<file path="config.mk">
export PLATFORM = sky130hd
export DESIGN_NAME = decode_hazard_ctrl
export DESIGN_NICKNAME = d
export VERILOG_FILES = /design/src/rtl/riscv_pkg.sv /design/src/rtl/rs_usage_decode.sv /design/src/rtl/decode_hazard_ctrl.sv
export SDC_FILE = /design/constraint.sdc
export NUM_CORES = 1
export LEC_CHECK = 0
export ABC_CLOCK_PERIOD_IN_PS = 2200
export CAP_MARGIN = 20
export CORE_UTILIZATION = 42
export CTS_CLUSTER_DIAMETER = 150
export DETAILED_ROUTE_END_ITERATION = 10
export GPL_TIMING_DRIVEN = 1
export PLACE_DENSITY = 0.78
export SLEW_MARGIN = 15
export SYNTH_ARGS = -nofsm -noshare
export SYNTH_HDL_FRONTEND = slang
export SYNTH_SLANG_ARGS = --single-unit
</file>
<file path="constraint.sdc">
create_clock -name clk -period 2.2 [get_ports clk]
set_input_delay 0.44 -clock clk [delete_from_list [all_inputs] [get_ports clk]]
set_output_delay 0.44 -clock clk [all_outputs]
set_load 0.05 [all_outputs]
</file>
<file path="src/rtl/riscv_pkg.sv">
// Shared decode-stage types: immediate formats, opcodes, the canonical NOP
// and the decode hazard controller state encoding.
package riscv_pkg;

  typedef enum logic [2:0] {
    IMM_NONE = 3'd0,
    IMM_I    = 3'd1,
    IMM_S    = 3'd2,
    IMM_B    = 3'd3,
    IMM_J    = 3'd4,
    IMM_U    = 3'd5
  } imm_sel_e;

  typedef enum logic [1:0] {
    RUN      = 2'd0,
    LU_STALL = 2'd1,
    FLUSH    = 2'd2
  } ctrl_state_e;

  localparam logic [6:0] OPC_LOAD   = 7'b0000011;
  localparam logic [6:0] OPC_OPIMM  = 7'b0010011;
  localparam logic [6:0] OPC_JALR   = 7'b1100111;
  localparam logic [6:0] OPC_STORE  = 7'b0100011;
  localparam logic [6:0] OPC_BRANCH = 7'b1100011;
  localparam logic [6:0] OPC_JAL    = 7'b1101111;
  localparam logic [6:0] OPC_LUI    = 7'b0110111;
  localparam logic [6:0] OPC_AUIPC  = 7'b0010111;
  localparam logic [6:0] OPC_OP     = 7'b0110011;

  localparam logic [31:0] NOP_INST = 32'h0000_0013;

endpackage

</file>
<file path="src/rtl/rs_usage_decode.sv">
// Opcode classifier: which source registers an instruction reads and which
// immediate format it carries. Purely combinational.
module rs_usage_decode
  import riscv_pkg::*;
(
  input  logic [6:0] opcode,
  output logic       use_rs1,
  output logic       use_rs2,
  output imm_sel_e   imm_sel
);

  always_comb begin
    use_rs1 = 1'b0;
    use_rs2 = 1'b0;
    imm_sel = IMM_NONE;
    case (opcode)
      OPC_LOAD, OPC_OPIMM, OPC_JALR: begin
        use_rs1 = 1'b1;
        imm_sel = IMM_I;
      end
      OPC_STORE: begin
        use_rs1 = 1'b1;
        use_rs2 = 1'b1;
        imm_sel = IMM_S;
      end
      OPC_BRANCH: begin
        use_rs1 = 1'b1;
        use_rs2 = 1'b1;
        imm_sel = IMM_B;
      end
      OPC_OP: begin
        use_rs1 = 1'b1;
        use_rs2 = 1'b1;
      end
      OPC_JAL:            imm_sel = IMM_J;
      OPC_LUI, OPC_AUIPC: imm_sel = IMM_U;
      default: ;
    endcase
  end

endmodule

</file>
<file path="src/rtl/decode_hazard_ctrl.sv">
// Decode stage sequencer: IF/ID register, load-use stall, memory freeze,
// redirect flush and saturating stall/flush counters.
module decode_hazard_ctrl
  import riscv_pkg::*;
#(
  parameter int          XLEN     = 32,
  parameter int          CNT_W    = 16,
  parameter logic [31:0] NOP_INST = 32'h0000_0013
) (
  input  logic             clk,
  input  logic             reset,
  input  logic [31:0]      if_inst,
  input  logic [XLEN-1:0]  if_pc,
  input  logic             ex_valid,
  input  logic             ex_mem_read,
  input  logic [4:0]       ex_rd,
  input  logic             ex_redirect,
  input  logic             mem_busy,
  output logic [31:0]      id_inst,
  output logic [XLEN-1:0]  id_pc,
  output logic             id_valid,
  output imm_sel_e         imm_sel,
  output logic             pc_write,
  output logic             ifid_write,
  output logic             idex_bubble,
  output logic [CNT_W-1:0] stall_cnt,
  output logic [CNT_W-1:0] flush_cnt
);

  ctrl_state_e state, state_nxt;
  logic        use_rs1, use_rs2, hazard;
  logic        do_flush, do_stall, bubble_raw;

  function automatic logic [CNT_W-1:0] sat_inc(input logic [CNT_W-1:0] v);
    return (&v) ? v : v + {{(CNT_W-1){1'b0}}, 1'b1};
  endfunction

  rs_usage_decode u_rs_usage_decode (
    .opcode  (id_inst[6:0]),
    .use_rs1 (use_rs1),
    .use_rs2 (use_rs2),
    .imm_sel (imm_sel)
  );

  assign hazard = ex_valid && ex_mem_read && (ex_rd != 5'd0) && id_valid &&
                  ((use_rs1 && (id_inst[19:15] == ex_rd)) ||
                   (use_rs2 && (id_inst[24:20] == ex_rd)));

  // Control decision: redirect > mem_busy > flush capture > load-use > advance
  always_comb begin
    state_nxt  = state;
    pc_write   = 1'b1;
    ifid_write = 1'b0;
    bubble_raw = 1'b0;
    do_flush   = 1'b0;
    do_stall   = 1'b0;
    if (ex_redirect) begin
      bubble_raw = 1'b1;
      do_flush   = 1'b1;
      state_nxt  = FLUSH;
    end else if (mem_busy) begin
      pc_write   = 1'b0;
    end else if (state == FLUSH) begin
      ifid_write = 1'b1;
      bubble_raw = 1'b1;
      state_nxt  = RUN;
    end else if ((state == RUN) && hazard) begin
      // LU_STALL skips this branch so each load-use costs exactly one bubble
      pc_write   = 1'b0;
      bubble_raw = 1'b1;
      do_stall   = 1'b1;
      state_nxt  = LU_STALL;
    end else begin
      ifid_write = 1'b1;
      state_nxt  = RUN;
    end
  end

  assign idex_bubble = bubble_raw || !id_valid;

  // IF/ID register and counters
  always_ff @(posedge clk) begin
    if (!reset) begin
      state     <= RUN;
      id_inst   <= NOP_INST;
      id_pc     <= '0;
      id_valid  <= 1'b0;
      stall_cnt <= '0;
      flush_cnt <= '0;
    end else begin
      state <= state_nxt;
      if (do_flush) begin
        id_inst   <= NOP_INST;
        id_valid  <= 1'b0;
        flush_cnt <= sat_inc(flush_cnt);
      end else if (ifid_write) begin
        id_inst  <= if_inst;
        id_pc    <= if_pc;
        id_valid <= 1'b1;
      end
      if (do_stall) stall_cnt <= sat_inc(stall_cnt);
    end
  end

endmodule
</file>
==> summary.txt, run 1 <==
Worst Reg-to-Reg Cells: 8
DRT iter0 DRCs: 816
Reg-to-reg startpoint: state[0]$_SDFFE_PP0N_
I/O pins: 178
H-tree depth: 3
Synth warnings: 0
Tot GR Track Use: 0.2735
Antenna diode count: 0
CTS tree: built
Critical-path top delay cell: dfxtp_2
Unrepaired setup endpoints after global routing: yes
Final Skew: 7.733 ps
Crit path cell chain: xnor2_2 -> nand4_1 -> o22ai_4 -> a21oi_2 -> or2_4 -> buf_6
CP max stage delay: 350 ps
Worst min path class: reg2reg
Fin Hold WS: 486.3 ps
FP Rows: 41
Die width: 116.3 um
Post-DP Area: 7681 um^2
Metal3 WL: 1.374 mm
Top layer in use: met4
Root Buffer: clkbuf_16
Final WL: 19.89 mm
Post-synth net total: 769
Via count: 6523
First-pass GRT wire length: 29.65 mm
Synth async-reset ratio: 0
CP Capture Type: output pin
Sequential-to-total area share from yosys stat: 0.3609
DR vias/cell: 6.230
Total power: 4.977 mW
Worst VDD drop: 0.0003319 V
Final Hold Viols: 0
Largest net degree at the start of global routing: 154
Crit Path Max Fanout: 3
Pleak: 3.021 nW
Fill count: 1012
Post-synth EDFFs: 0
WL met1: 8.016 mm
Buffers on Ports: 177
Routed Antenna Nets: 0
Dpl hpwl: 11.99 mm
Setup ws final: -116.8 ps
Area delta synth->final: 55.53%
Finished Cell Area: 8541 um^2
Seq cells post-synth: 99
Post-route core utilization: 0.6740
DRC Markers: 0
Die height: 116.3 um
Initial antenna violation count: 0
Outcome: complete, but fails checks
Starting Density: 0.4334
Hold Crit Start: state[1]$_SDFFE_PN0P_
Worst R2R Setup Slack: 0 ps
CTS buffer count: 9
Area leader, netlist: dfxtp_1
Wire length per cell: 19.00 um
# setup viols final: 3
Mapped cell area: 5492 um^2
CP arrival: 1880 ps
Largest cells by area after synthesis: dfxtp_1 (36%), nand4_1 (16%), nand3_1 (6.6%), a32oi_1 (4.5%), o211ai_1 (4.2%)
Pre-CTS WS: -466.1 ps
Cells after Synth: 692
Worst-path clk slew: 70 ps
Nets: 947
Failing checks: negative setup slack
Clk buf depth: 2
Post-route minimum period: 2317 ps
Setup CP Type: reg2out
Clk_lat worst skew: 350 ps
P per Cell Area: 582.7 nW/um^2
Startpoint Class: flop
Core area: 12670 um^2
Slew HR: 0.6085
Final worst path period share: 1.053
Yosys top cell area share: 0.3609
Worst Hold End: state[1]$_SDFFE_PN0P_
Number of global-route vias before repair: 6078
FF-to-FF End: stall_cnt[15]$_SDFFE_PN0P_
Wire length on met2: 9.606 mm
Max-Cap Viols: 0
Hold depth: 2
Slew @ Worst Pin: 587.3 ps
Clock sinks: 99
Max Freq: 0.4316 GHz
Total grt overflow: 0
Total die area: 13540 um^2
Req. time, crit path: 1760 ps
Final RePlAce weighted congestion: 0.8256
Ratio of cells with drive above 1 in the final layout: 0.1771
Top FF cell, synth: dfxtp_1
Post-Syn Area per Cell: 7.936 um^2
Unique cell type count in the Yosys netlist: 43
Pre-Repair DR Iteration Count: 6
Slew Viols, Final: 0
-- registers in the layout, indices dropped and copies added, names as in the netlist --
register / cells
id_pc: 32
id_valid: 1
id_inst: 32
stall_cnt: 16
flush_cnt: 16
state: 2
-- metal layers --
layer	up-vias	track usage
li1	3026	-
met1	3080	0.3319
met3	75	0.04463
met4	0	0.1470
met2	342	0.4631
met5	-	0
-- worst max-delay path by stage --
stage | cells after the start | startpoint | slack, ps | to
floorplan | 6 | ex_rd[1] | -140 | ifid_write
global placement | 6 | ex_rd[1] | -440 | pc_write
detailed placement | 8 | ex_rd[1] | -470 | stall_cnt[0]$_SDFFE_PN0P_
CTS | 7 | id_inst[3]$_SDFFE_PP0P_ | -80 | idex_bubble
global route | 6 | id_inst[23]$_SDFFE_PP0P_ | -170 | pc_write
finish | 6 | id_inst[17]$_SDFFE_PP0P_ | -120 | pc_write
-- metrics by stage --
step	std cells	TNS (ps)
floorplan	692	-343.7
global placement	1008	-21700
detailed placement	1008	-24770
CTS	1041	-178.4
global route	1047	-524.2
finish	1047	-287.2
-- repair_timing --
| item | in CTS | in global routing |
|---|---|---|
| gates resized for setup | 63 | 37 |
| hold buffers | 0 | 0 |
| setup endpoints to repair | 16 | 81 |
| cloned | 0 | 0 |
| pin swaps | 24 | 19 |
| buffers inserted | 17 | 10 |
-- cell usage in the layout (no fill, tap or decap), types with 5 or more instances in the layout --
cell | netlist | routed
buf_6 | 1 | 14
a32oi_1 | 28 | 28
nor3_1 | 13 | 9
dfxtp_2 | 0 | 10
inv_1 | 7 | 7
clkbuf_16 | 0 | 9
o211ai_1 | 31 | 31
nand2b_1 | 13 | 13
xnor2_1 | 21 | 15
xnor2_2 | 0 | 6
mux2i_1 | 13 | 13
and3_1 | 31 | 31
a21oi_1 | 11 | 6
nand4_1 | 138 | 138
nand3_1 | 72 | 71
and4_1 | 6 | 6
nand2_1 | 53 | 53
dfxtp_1 | 99 | 86
buf_4 | 1 | 51
clkdlybuf4s50_1 | 0 | 162
buf_12 | 0 | 11
o21ai_0 | 5 | 5
nor2_1 | 23 | 21
-- cells by family (layout without fill, tap and decap cells) --
group,count (synthesis),count (layout),synth area share
compound gates,92,92,0.1290
xor+xnor,23,23,0.03668
fa+ha+maj,2,2,0.004556
buf+inv,86,269,0.06289
flops,99,99,0.3609
mux,13,13,0.02369
simple gates,377,377,0.3823
-- cells in the mapped netlist, types with 4 or more instances --
library cell and instances:
inv_1 7, buf_1 13, nand2b_1 13, or3_1 4
o31ai_1 4, nand4_1 138, a32oi_1 28, dfxtp_1 99
buf_2 9, xnor2_1 21, nor3_1 13, mux2i_1 13
o211ai_1 31, nor4_1 7, a21oi_1 11, nor2_1 23
and3_1 31, and4_1 6, nand3_1 72, o21ai_0 5
clkbuf_1 55, or4_1 5, nand2_1 53
-- worst max-delay path, delay by kind of cell (launching register included) --
family	cells	cell delay (ps)
buffers and inverters	1	150
AOI/OAI and AO/OA	2	400
xor gates and xnor gates	1	170
DFF	1	350
and+or+nand+nor	2	450
-- layout make-up --
type | instances | area (um^2) | area share
clock buffer | 10 | 229.0 | 0.02681
clock inverter | 6 | 113.9 | 0.01333
inverter | 7 | 26.28 | 0.003076
multi-input combinational | 507 | 3486 | 0.4081
sequential | 99 | 2006 | 0.2348
tap | 172 | 215.2 | 0.02520
timing repair buffer | 246 | 2465 | 0.2886
-- report_power, final --
part	internal (mW)	switching, mW
Combinational	0.473	0.715
Clock	1.11	0.705
Sequential	1.89	0.0838
Total	3.47	1.50
Power figures use the tool's default switching activity.
==> inputs of run 2 (changes only) <==
GPL_TIMING_DRIVEN = default   (was 1)
==> results of run 2 <==
No change in the layout: final DEF, timing and power equal those of run 1.
==> inputs of run 3 (changes only) <==
ABC_CLOCK_PERIOD_IN_PS = 2250   (was 2200)
CORE_UTILIZATION = 47   (was 42)
PLACE_DENSITY = 0.79   (was 0.78)
clock period = 2.25 ns   (was 2.2 ns; I/O delays follow)
==> run 3 against run 2 <==
Net effect: the run still ends with negative setup slack left; largest cell class unchanged; cell area shrank 4.7%; sequential power shrank 2%; non-clock buffer count shrank 15; worst setup slack gained 69 ps; sequential share of layout area grew 1.2 points; critical path depth unchanged; power is 5.0% lower; clock-buffer cell count is 1 higher; sequential cell count did not move; die area decreased by 10%.
==> summary.txt, run 3 (synthesis results as in run 1) <==
DRT iter0 DRCs: 583 (-29%)
Wire length per cell: 18.13 um (-4.6%)
Nets: 932 (-1.6%)
H-tree depth: 3 (unchanged)
Fill count: 876 (-13%)
Total die area: 12120 um^2 (-10%)
CTS Hold Bufs: 0 (unchanged)
Most frequent cells in the layout: clkdlybuf4s50_1 (163), nand4_1 (138), dfxtp_1 (85)
Buffers on Ports: 177 (unchanged)
Final RePlAce weighted congestion: 0.8902 (+7.8%)
Max-Cap Viols: 0 (unchanged)
Top Registers: id_inst: 32 flops, id_pc: 32 flops
Clock sinks: 99 (unchanged)
Reg-to-reg startpoint: id_inst[3]$_SDFFE_PP0P_
Final Skew: 9.041 ps (+1.308 ps)
Slew @ Worst Pin: 601.7 ps (+14.41 ps)
Clock power frac: 0.357 (-0.008)
Finished Cell Area: 8138 um^2 (-4.7%)
Post-route core utilization: 0.7127 (+0.03865)
Sw Ratio: 0.3058 (+0.003626)
Tot GR Track Use: 0.2826 (+0.009146)
Startpoint Class: flop
Pre-Repair DR Iteration Count: 7 (+1)
FF/Latch Area: 2007 um^2 (about the same)
Final worst path period share: 1.021
Slew Viols, Final: 0 (unchanged)
Outcome: complete, but fails checks
CP Capture Type: output pin
Die width: 110.1 um (-5.4%)
Clk_lat worst skew: 350 ps (about the same)
Req. time, crit path: 1800 ps (+40 ps)
Number of global-route vias before repair: 5607 (-7.7%)
Sequential Power Share: 0.408 (+0.012)
FP Rows: 39 (-4.9%)
Antenna diode count: 0 (unchanged)
Largest net degree at the start of global routing: 125 (-19%)
CP arrival: 1850 ps (-30 ps)
Pre-CTS WS: -436.1 ps (+30.06 ps)
Worst R2R Setup Slack: 130 ps (+130 ps)
Clk buf depth: 2 (unchanged)
Via count: 6373 (-2.3%)
DRC Markers: 0 (unchanged)
Crit path to: pc_write
Setup TNS: -51.87 ps (+235.3 ps)
Setup CP Type: reg2out
First-pass GRT wire length: 27.01 mm (-8.9%)
Max Freq: 0.4352 GHz
DR vias/cell: 6.360 (+2.1%)
Initial antenna violation count: 0 (unchanged)
Switching Power: 1.446 mW (-3.9%)
Most common cell after layout, fill and taps aside: clkdlybuf4s50_1
Unrepaired setup endpoints after global routing: yes
Total grt overflow: 0 (unchanged)
Internal: 3.282 mW (-5.5%)
Failing checks: negative setup slack
Pleak: 2.823 nW (-6.6%)
Setup ws final: -47.99 ps (+68.82 ps)
CTS buffer count: 9 (unchanged)
Routed Antenna Nets: 0 (unchanged)
I/O pins: 178 (unchanged)
Worst setup path start: id_inst[3]$_SDFFE_PP0P_
Worst min path class: reg2reg
Placed Cells: 977 (-3.1%)
Post-DP Area: 7630 um^2 (-0.67%)
Crit Path Max Fanout: 4 (+1)
Ratio of cells with drive above 1 in the final layout: 0.1385 (-0.03861)
Worst-path clk slew: 70 ps (about the same)
CTS tree: built
Final Hold Viols: 0 (unchanged)
Fin Hold WS: 492.4 ps (+6.127 ps)
FF-to-FF End: stall_cnt[14]$_SDFFE_PN0P_
Dpl hpwl: 11.88 mm (-0.87%)
Root Buffer: clkbuf_16
Gate power share: 0.234 (-0.005)
Worst Reg-to-Reg Cells: 7 (-1)
Slew HR: 0.5946 (-0.01384)
P per Cell Area: 580.9 nW/um^2 (-0.31%)
Die height: 110.1 um (-5.4%)
Core area: 11420 um^2 (-9.9%)
Total power: 4.727 mW (-5.0%)
Final cell count without fillers: 1002 (-4.3%)
Multi-input gate area: 3322 um^2 (-4.7%)
# setup viols final: 2 (-1)
Worst VDD drop: 0.0004142 V (+25%)
Final WL: 18.17 mm (-8.7%)
Starting Density: 0.4809 (+0.04754)
Post-route minimum period: 2298 ps
Area delta synth->final: 48.19%
## run 3: cell types whose count changed in the layout (fill, tap and decap cells not counted), sizes merged
cell / delta
dlymetal6s2s: -1
clkbuf: +2
clkdlybuf4s50: +1
buf: -16
clkinv: -1
bufinv: -1
## run 3: cell type report
class | instances | area share
Clock buffer | 11 | 0.02983
Clock inverter | 4 | 0.009225
Inverter | 7 | 0.003229
Multi-Input combinational cell | 507 | 0.4082
Sequential cell | 99 | 0.2466
Tap cell | 143 | 0.02199
Timing Repair Buffer | 231 | 0.2809
## run 3: layer usage
| metal | GRT usage | share of wire |
|---|---|---|
| met5 | 0 | 0 |
| met4 | 0.1053 | 0.022 |
| met3 | 0.03527 | 0.071 |
| met2 | 0.4661 | 0.48 |
| met1 | 0.3782 | 0.43 |
## run 3: power by group through the flow
stage | Combinational [mW] | Sequential, mW | Clock [mW]
floorplan | 0.320 | 2.26 | 0
detailed placement | 1.07 | 1.96 | 0
CTS | 1.08 | 1.92 | 1.70
global placement | 1.05 | 1.96 | 0
global route | 1.16 | 1.94 | 1.77
finish | 1.11 | 1.93 | 1.69
## run 3: what timing repair did
| item | 4_1_cts | 5_1_grt |
|---|---|---|
| pin swaps | 7 | 12 |
| setup buffers | 6 | 4 |
| resized for setup | 25 | 31 |
| endpoints found under the setup margin | 12 | 14 |
## run 3: worst min path at each step
| stage | end | cells past startpoint | slack (ps) | start |
|---|---|---|---|---|
| 4_1_cts | state[1]$_SDFFE_PN0P_ | 2 | 490 | state[1]$_SDFFE_PN0P_ |
| 5_1_grt | state[1]$_SDFFE_PN0P_ | 2 | 520 | state[1]$_SDFFE_PN0P_ |
| 6_report | state[1]$_SDFFE_PN0P_ | 2 | 490 | state[1]$_SDFFE_PN0P_ |
| 3_3_place_gp | stall_cnt[5]$_SDFFE_PN0P_ | 2 | 470 | stall_cnt[5]$_SDFFE_PN0P_ |
| 3_5_place_dp | state[1]$_SDFFE_PN0P_ | 2 | 480 | state[1]$_SDFFE_PN0P_ |
| 2_1_floorplan | state[1]$_SDFFE_PN0P_ | 2 | 460 | state[1]$_SDFFE_PN0P_ |
## run 3: worst max-delay path: stages (launching register included)
cell and delay [ps]:
dfxtp_2 320, and3b_2 280, nand4_1 160, o22ai_2 220, a21oi_2 100, or2_4 270
buf_8 150
